[config.mk]
export PLATFORM = sky130hd
export DESIGN_NAME = instr_fetch_flat
export DESIGN_NICKNAME = d
export VERILOG_FILES = /design/src/rtl/instr_fetch_if.sv /design/src/rtl/instr_fetch.sv /design/src/flat_wrapper.sv
export SDC_FILE = /design/constraint.sdc
export NUM_CORES = 1
export LEC_CHECK = 0
export ABC_CLOCK_PERIOD_IN_PS = 6900
export BUFFER_PORTS_ARGS = -buffer_cell sky130_fd_sc_hd__buf_2
export CAP_MARGIN = 20
export CORE_MARGIN = 1
export CORE_UTILIZATION = 54
export DETAILED_ROUTE_END_ITERATION = 8
export HOLD_SLACK_MARGIN = 0.03
export PLACE_DENSITY = 0.91
export SYNTH_ARGS = -nofsm -noshare
export SYNTH_HDL_FRONTEND = slang
export SYNTH_SLANG_ARGS = --single-unit
export TNS_END_PERCENT = 20
[constraint.sdc]
create_clock -name clk -period 6.9 [get_ports clk]
set_input_delay 1.035 -clock clk [delete_from_list [all_inputs] [get_ports clk]]
set_output_delay 1.035 -clock clk [all_outputs]
set_load 0.1 [all_outputs]
[src/rtl/instr_fetch_if.sv]
// Instruction-fetch bundle: imem handshake, pipeline control and IF/ID outputs.
// master = fetch stage, slave = memory/downstream side.
interface instr_fetch_if;
  localparam int unsigned XLEN = 32;
  localparam int unsigned OPW  = 6;

  logic            imem_req;
  logic [XLEN-1:0] imem_addr;
  logic            imem_ack;
  logic [XLEN-1:0] imem_rdata;
  logic            stall;
  logic            branch_taken;
  logic [XLEN-1:0] branch_target;
  logic            valid;
  logic [XLEN-1:0] instr;
  logic [OPW-1:0]  opcode;
  logic [XLEN-1:0] pc_out;
  logic [XLEN-1:0] pc_plus4;

  modport master (
    output imem_req, imem_addr, valid, instr, opcode, pc_out, pc_plus4,
    input  imem_ack, imem_rdata, stall, branch_taken, branch_target
  );

  modport slave (
    input  imem_req, imem_addr, valid, instr, opcode, pc_out, pc_plus4,
    output imem_ack, imem_rdata, stall, branch_taken, branch_target
  );
endinterface

[src/rtl/instr_fetch.sv]
// Instruction-fetch stage: PC, variable-latency imem handshake, skid buffer and IF/ID register.
// Optional IFETCH_PERF_CNT_EN adds fetch_count / stall_count outputs.
module instr_fetch #(
  parameter logic [31:0] RESET_PC = 32'h0000_0000
) (
  input  logic          clk,
  input  logic          rst,
  instr_fetch_if.master bus
`ifdef IFETCH_PERF_CNT_EN
  ,
  output logic [31:0]   fetch_count,
  output logic [31:0]   stall_count
`endif
);

  localparam int unsigned XLEN = 32;
  localparam logic [XLEN-1:0] PC_STEP = XLEN'(4);
  localparam logic [XLEN-1:0] ALIGN_MASK = ~XLEN'(3);

  typedef enum logic [1:0] {
    IDLE  = 2'd0,
    FETCH = 2'd1,
    DRAIN = 2'd2,
    HOLD  = 2'd3
  } state_t;

  typedef struct packed {
    logic [XLEN-1:0] instr;
    logic [XLEN-1:0] pc;
  } ifid_t;

  state_t          state_q, state_d;
  logic [XLEN-1:0] pc_q, pc_d;
  logic [XLEN-1:0] pc4_q, pc4_d;
  ifid_t           ifid_q, ifid_d;
  ifid_t           skid_q, skid_d;
  logic            valid_q, valid_d;
  logic            req_q, req_d;
  logic            load_c;
  logic            accept_c;
  logic [XLEN-1:0] target_c;

  assign target_c = bus.branch_target & ALIGN_MASK;

  // Next-state, PC and IF/ID/skid update
  always_comb begin
    state_d  = state_q;
    pc_d     = pc_q;
    pc4_d    = pc4_q;
    ifid_d   = ifid_q;
    skid_d   = skid_q;
    valid_d  = valid_q;
    load_c   = 1'b0;
    accept_c = 1'b0;

    // An unstalled downstream consumes the current word; it becomes a bubble unless refilled
    if (!bus.stall) valid_d = 1'b0;

    unique case (state_q)
      IDLE: begin
        state_d = FETCH;
        if (bus.branch_taken) pc_d = target_c;
      end
      FETCH: begin
        if (bus.branch_taken) begin
          pc_d    = target_c;
          state_d = bus.imem_ack ? FETCH : DRAIN;
        end else if (bus.imem_ack) begin
          accept_c = 1'b1;
          pc_d     = pc_q + PC_STEP;
          if (bus.stall) begin
            skid_d  = '{instr: bus.imem_rdata, pc: pc_q};
            state_d = HOLD;
          end else begin
            ifid_d  = '{instr: bus.imem_rdata, pc: pc_q};
            valid_d = 1'b1;
            load_c  = 1'b1;
          end
        end
      end
      DRAIN: begin
        if (bus.branch_taken) pc_d = target_c;
        if (bus.imem_ack) state_d = FETCH;
      end
      HOLD: begin
        if (bus.branch_taken) begin
          pc_d    = target_c;
          skid_d  = '0;
          state_d = FETCH;
        end else if (!bus.stall) begin
          ifid_d  = skid_q;
          valid_d = 1'b1;
          load_c  = 1'b1;
          state_d = FETCH;
        end
      end
      default: state_d = IDLE;
    endcase

    if (bus.branch_taken) valid_d = 1'b0;
    if (load_c) pc4_d = ifid_d.pc + PC_STEP;
    req_d = (state_d == FETCH) || (state_d == DRAIN);
  end

  // State and datapath registers; reset also drops imem_req asynchronously
  always_ff @(posedge clk or posedge rst) begin
    if (rst) begin
      state_q <= IDLE;
      pc_q    <= RESET_PC;
      pc4_q   <= '0;
      ifid_q  <= '0;
      skid_q  <= '0;
      valid_q <= 1'b0;
      req_q   <= 1'b0;
    end else begin
      state_q <= state_d;
      pc_q    <= pc_d;
      pc4_q   <= pc4_d;
      ifid_q  <= ifid_d;
      skid_q  <= skid_d;
      valid_q <= valid_d;
      req_q   <= req_d;
    end
  end

  assign bus.imem_req  = req_q;
  assign bus.imem_addr = pc_q;
  assign bus.valid     = valid_q;
  assign bus.instr     = ifid_q.instr;
  assign bus.opcode    = ifid_q.instr[31:26];
  assign bus.pc_out    = ifid_q.pc;
  assign bus.pc_plus4  = pc4_q;

`ifdef IFETCH_PERF_CNT_EN
  // Accepted-word and stalled-live-instruction counters, wrapping at 2^32
  always_ff @(posedge clk or posedge rst) begin
    if (rst) begin
      fetch_count <= '0;
      stall_count <= '0;
    end else begin
      if (accept_c) fetch_count <= fetch_count + 32'd1;
      if (bus.stall && valid_q) stall_count <= stall_count + 32'd1;
    end
  end
`endif

endmodule

[src/flat_wrapper.sv]
// flat-port wrapper written by rule: the top's interface ports become plain ports
module instr_fetch_flat 
#(
  parameter logic [31:0] RESET_PC = 32'h0000_0000
)
  (clk, rst, bus_imem_req, bus_imem_addr, bus_valid, bus_instr, bus_opcode, bus_pc_out, bus_pc_plus4, bus_imem_ack, bus_imem_rdata, bus_stall, bus_branch_taken, bus_branch_target);
  instr_fetch_if bus_i ();
  input  logic clk;
  input  logic rst;
  output wire logic [$bits(bus_i.imem_req)-1:0] bus_imem_req;
  output wire logic [$bits(bus_i.imem_addr)-1:0] bus_imem_addr;
  output wire logic [$bits(bus_i.valid)-1:0] bus_valid;
  output wire logic [$bits(bus_i.instr)-1:0] bus_instr;
  output wire logic [$bits(bus_i.opcode)-1:0] bus_opcode;
  output wire logic [$bits(bus_i.pc_out)-1:0] bus_pc_out;
  output wire logic [$bits(bus_i.pc_plus4)-1:0] bus_pc_plus4;
  input wire logic [$bits(bus_i.imem_ack)-1:0] bus_imem_ack;
  input wire logic [$bits(bus_i.imem_rdata)-1:0] bus_imem_rdata;
  input wire logic [$bits(bus_i.stall)-1:0] bus_stall;
  input wire logic [$bits(bus_i.branch_taken)-1:0] bus_branch_taken;
  input wire logic [$bits(bus_i.branch_target)-1:0] bus_branch_target;
  assign bus_imem_req = bus_i.imem_req;
  assign bus_imem_addr = bus_i.imem_addr;
  assign bus_valid = bus_i.valid;
  assign bus_instr = bus_i.instr;
  assign bus_opcode = bus_i.opcode;
  assign bus_pc_out = bus_i.pc_out;
  assign bus_pc_plus4 = bus_i.pc_plus4;
  assign bus_i.imem_ack = bus_imem_ack;
  assign bus_i.imem_rdata = bus_imem_rdata;
  assign bus_i.stall = bus_stall;
  assign bus_i.branch_taken = bus_branch_taken;
  assign bus_i.branch_target = bus_branch_target;
  instr_fetch #(.RESET_PC(RESET_PC)) u_core (.clk(clk), .rst(rst), .bus(bus_i));
endmodule
Word level (Yosys, flattened, before mapping)
Index checks and enable logic that the tools add are counted.

storage, ports and cells
  register bits after elaboration = 196
  output and inout bits = 136
  logic and storage cells = 65

cells by class
  add/subtract/negate cells = 2
  equal/unequal tests = 14
  muxes and demuxes = 33
  reductions and logical operators = 7

operators with widths
  kind                                                             number
  64-bit 2-to-1 mux                                                9
  64-bit case mux with 2 select lines                              2
  32-bit 2-to-1 mux                                                3
  32-bit by 3-bit adder with 32-bit output, second input constant  2
  32-bit case mux with 2 select lines                              1
  2-bit 2-to-1 mux                                                 7
  2-bit != test, second input constant                             7
  1-bit 2-to-1 mux                                                 8
  2-bit case mux with 4 select lines                               1
  2-bit == test, second input constant                             3
  6-bit AND reduction                                              1
  5-bit AND reduction                                              1
  2-bit by 1-bit == test with 1-bit output, second input constant  2
  1-bit case mux with 2 select lines                               2
  3-bit != test, second input constant                             1
  3-bit OR reduction                                               1
  2-bit logical NOT                                                1
  2-bit by 1-bit != test with 1-bit output, second input constant  1
  2-bit AND reduction                                              1
  2-bit nonzero test                                               1
  1-bit logical OR                                                 1

Logic depth before layout (Yosys ltp)
  depth after elaboration = 6
  depth in mapped cells = 12

Worst setup path after synthesis
OpenSTA, ideal clock, no wires.

  kind = input to register
  start point = input port bus_branch_taken
  end point = register u_core.pc4_q[21] (netlist: u_core.bus.pc_plus4[21])
  setup time = 0.087 ns
  arrival time = 3.507 ns
  required time = 6.813 ns
  setup slack = 3.306 ns
  cell stages on the path = 11
  path buffers = 3
  cell sequence = buf_6 > nor3b_2 > buf_4 > a32oi_1 > a22oi_2 > or4b_1 > buf_6 > nor4_4 > nand2_2 > mux2_4 > a211oi_2

on the way
  word-level cells in the longest chain between the ends = 3
  elaborated cells between the ends (all ways) = 7

RTL lines
  what                                         line                                  text
  start: declaration                           flat_wrapper.sv:20                    input wire logic [$bits(bus_i.branch_taken)-1:0] bus_branch_taken;
  64-bit 2-to-1 mux, on equally long branches  instr_fetch.sv:86, instr_fetch.sv:65
  64-bit case mux with 2 select lines          instr_fetch.sv:59                     unique case (state_q)
  32-bit by 3-bit adder with 32-bit output     instr_fetch.sv:101                    if (load_c) pc4_d = ifid_d.pc + PC_STEP;
  end signal: assignment                       instr_fetch.sv:118                    pc4_q <= pc4_d;
  end: declaration                             instr_fetch.sv:34                     logic [XLEN-1:0] pc4_q, pc4_d;

Parallel ways exist; a longest one is shown, timed or not. The select of a mux whose other input is x is not followed.
A chain may end at the register's enable or synchronous reset.

==> summary.md <==
The CTS clock-pin slew for the worst setup and hold paths works out to 0.08 ns. The slowest stage cell on the critical path was nor3b_2. Measured against its own limit, the worst slew margin works out to 28.7%. Counting flops with a built-in enable in the synthesized netlist gives 0. Counting flops with an async set or reset pin after synthesis yields a share of 100%. After routing, the total negative slack on setup checks comes to 0 ns.

The post-CTS setup buffer count is 0, and the total placed instance area is 9980 µm². The total iterations of the first detailed-routing run is 8. In this run the worst path has a maximum fanout of 54. The count of buffers added on input and output ports is 200.

Post-synthesis instance area: 8970 µm². The worst register-to-register path has a depth of 9. Across the run, the number of max-cap violations was 0. Final count of pins violating max slew: 0. During I/O placement, the number of pins put on the boundary was 205.

After synthesis, the cell types taking the most area are dfrtp_1 54%, a22o_1 6.6%, a222oi_1 4.0%. The path class of the tightest hold or removal check is reg -> reg. The logs give 7261 for the number of global-route vias before repair and 2 for the maximum count of clock buffers along a single path.

For the pin with the worst max-slew slack, the measured transition is 1.07 ns. In the synthesized netlist, the number of instances is 853. The worst hold path terminates at u_core.bus.pc_plus4[3]. Dividing total power by cell area gives a power density of 470 nW/µm². The per-cell routed wire length was 20.5 µm; the initial DRC count was 1104.

The tools report the type of destination of the critical path as a flip-flop. For this run, the total global-route usage over all layers was measured as 29.8%. Based on the critical path, the design can be clocked at up to 0.225 GHz.

For the switching power, the log shows 0.00267 W. The share of total power consumed by net switching is 53.6%, and the antenna diode count is 0. The logs give 1203 for the cell count after placement and 4830 µm² for the register cell area after layout.

TritonCTS created 17 clock buffers. Of all cell types, the one taking the most synthesized area is dfrtp_1. The share of total power in combinational logic is 47.5%, and the synthesis warning total is 0. The number of flip-flops and latches in the synthesized netlist is 193.

The signal arrival time at the worst endpoint was 4.80 ns; the number of antenna violations at the first check in global routing was 0. After the last flow step, the layout net total stands at 1078. The run gives 0.00231 W as the cell-internal power.

The layout has 1161 filler cells. The portion of synthesized cell area occupied by the leading cell type works out to 53.9%. The routed design has 25300 µm of wire. The floorplan step defined a core boundary enclosing 16100 µm². Cell row count: 46.

The worst register-to-register path has a setup slack of 2.79 ns. The die covers 17100 µm². The final critical path takes up 64.3% of the cycle.

For this run, design rule violations remaining after detail routing come to 0. Number of instances on the worst hold path: 2. Data on the critical path is required at its endpoint by 7.26 ns.

TritonCTS built the clock tree. The logs give 32.6% for the register share of total power and 5.16 nW for the leakage power of the design. The peak supply drop is 0.373 mV. The tree is rooted in a clkbuf_16. The tools report the CTS H-tree depth as 4.

The leading cell type in the layout, fill and taps excluded was buf_2. The proportion of synthesized chip area in sequential cells is 53.9%, and the width of the die is 131 µm. The tools report the number of vias after detailed routing as 7926. Flip-flop cell with the highest count after synthesis: dfrtp_1. The worst clock skew was 0.00888 ns.

The part of the total power dissipated in the clock network was 19.9%. In this run the most critical hold path is launched from u_core.bus.pc_plus4[3]. Walking the worst path, the cells encountered are buf_2 -> nor3b_2 -> and2_2 -> buf_4 -> a221o_1 -> nand4_1 -> nor4_4 -> nand2_2 -> mux2_4 -> a211oi_2. The final hold violation count came out at 0. For this configuration, the core starts out at a cell density of 55.8%. Setup repair after global routing left no endpoint under its margin.

Cells with a size suffix above 1 make up 27.1% of the layout. The critical path's largest stage delay was 0.61 ns. The residual antenna-violating net count after detailed routing was 0. Synthesized area per cell: 10.5 µm².

The HPWL reported at the end of detailed placement came out at 16500 µm. Startpoint type of the worst setup path: an input port. Buffers inserted to repair hold after CTS numbered 0. The logs give 10600 µm² for the area of all placed cells without fillers and 38700 µm for the first-pass GRT wire length. The critical path class was in -> reg. The vertical die dimension is 131 µm, and the number of gates resized after CTS is 0. The final global-route overflow total is 0. The clock reaches the later pin of the worst-skew pair after 0.45 ns.

The multi-input logic area was 3640 µm². Setup violations remaining at the end of the flow were counted as 0. For this design, the sink count on the clock tree is 193.

The run finished with clean final reports. In the layout the commonest cells are 200 x buf_2, 193 x dfrtp_1, 79 x nand2_1. The number of non-filler instances in the completed layout came out at 1236. At the end of routability-driven placement, the weighted congestion stood at 0.919. The minimum clock period is 4.44 ns, and the distinct cell type count of the synthesized netlist is 74.

The worst reg2reg path endpoint was u_core.bus.pc_plus4[21]. Pin count of the biggest net entering global routing: 127. Dividing the detail-routed via count by the number of cells gives 6.41. In this run the critical register-to-register path is launched from u_core.state_q[1].

The relative area change from synthesis to final layout was 18.1%.
[flip-flops by register name (all words and copies together), names as in the netlist]
register / cells
u_core.state_q: 2
u_core.bus.imem_req: 1
u_core.bus.pc_plus4: 32
u_core.bus.instr: 32
u_core.bus.valid: 1
u_core.bus.pc_out: 32
u_core.skid_q: 63
u_core.bus.imem_addr: 30
[kinds of logic after synthesis]
| kind of cell | Yosys count | share of synthesized area (%) |
|---|---|---|
| simple gates | 227 | 13.0 |
| other cells | 1 | 0.0418 |
| fa+ha+maj | 2 | 0.279 |
| buf+inv | 120 | 5.85 |
| flops | 193 | 53.9 |
| compound gates | 273 | 23.1 |
| mux | 8 | 0.991 |
| xor+xnor | 29 | 2.83 |
[power groups by stage]
stage,clock [W],combinational (W),sequential [W]
global route,0.00104,0.00244,0.00165
CTS,0.000995,0.00236,0.00161
floorplan,0,0.000574,0.00297
finish,0.000988,0.00236,0.00162
detailed placement,0,0.00235,0.00163
global placement,0,0.00231,0.00161
[area by class of cell]
| class | instances | share of cell area (%) |
|---|---|---|
| sequential | 193 | 45.6 |
| multi-input combinational | 541 | 34.4 |
| timing repair buffer | 209 | 10.2 |
| clock buffer | 17 | 4.02 |
| tap | 216 | 2.55 |
| inverter | 45 | 1.67 |
| clock inverter | 15 | 1.60 |
[per-layer routing]
metal  share of wire, %  GRT usage (%)  routed length (µm)
met5                  0              0                   0
met4                3.2           13.6                 799
met3                9.8           6.88                2480
met2                 47           46.0               11900
met1                 40           40.2               10100
[per-stage QoR]
stage               total power, W  utilization, %  worst slack [ns]  hold slack, ns
floorplan                  0.00354               -             0.609           0.457
global placement           0.00393            62.1              2.20           0.455
detailed placement         0.00397            62.1              2.06           0.459
CTS                        0.00496            65.8              2.52           0.476
global route               0.00514            65.9              2.21           0.502
finish                     0.00498            65.9              2.46           0.473
[worst max-delay path: cells and delay by family]
| kind | cells | cell delay [ns] |
|---|---|---|
| simple gates | 5 | 2.06 |
| buf+inv | 2 | 0.81 |
| compound gates | 2 | 0.54 |
| mux | 1 | 0.33 |
[synthesized netlist by cell type (4+ instances only)]
master and count:
xnor2_1 15, mux2i_1 4, and3_1 10, or3_1 4, nand3_1 26, a32oi_1 11
o21ai_0 54, buf_4 12, nand4_1 13, inv_1 45, a21oi_1 40, clkbuf_1 47
buf_1 8, nand2_1 79, nor2_1 39, and2_1 5, nor3_1 15, a22o_1 68
o22ai_1 11, dfrtp_1 193, a221o_1 8, a211oi_1 4, a22oi_1 7, xor2_1 14
buf_2 5, a31oi_1 5, nand2b_1 9, a222oi_1 36
[worst max path at each step]
stage,start,to,slack [ns],cells after the start
finish,bus_branch_taken,u_core.bus.pc_plus4[21],2.46,10
global route,bus_branch_taken,u_core.bus.pc_plus4[23],2.21,10
CTS,bus_branch_taken,u_core.bus.pc_plus4[21],2.52,10
detailed placement,bus_branch_taken,u_core.bus.pc_plus4[21],2.06,10
global placement,bus_branch_taken,u_core.bus.pc_plus4[21],2.20,10
floorplan,rst,u_core.bus.imem_addr[10],0.61,1
(Power assumes the default switching activity.)
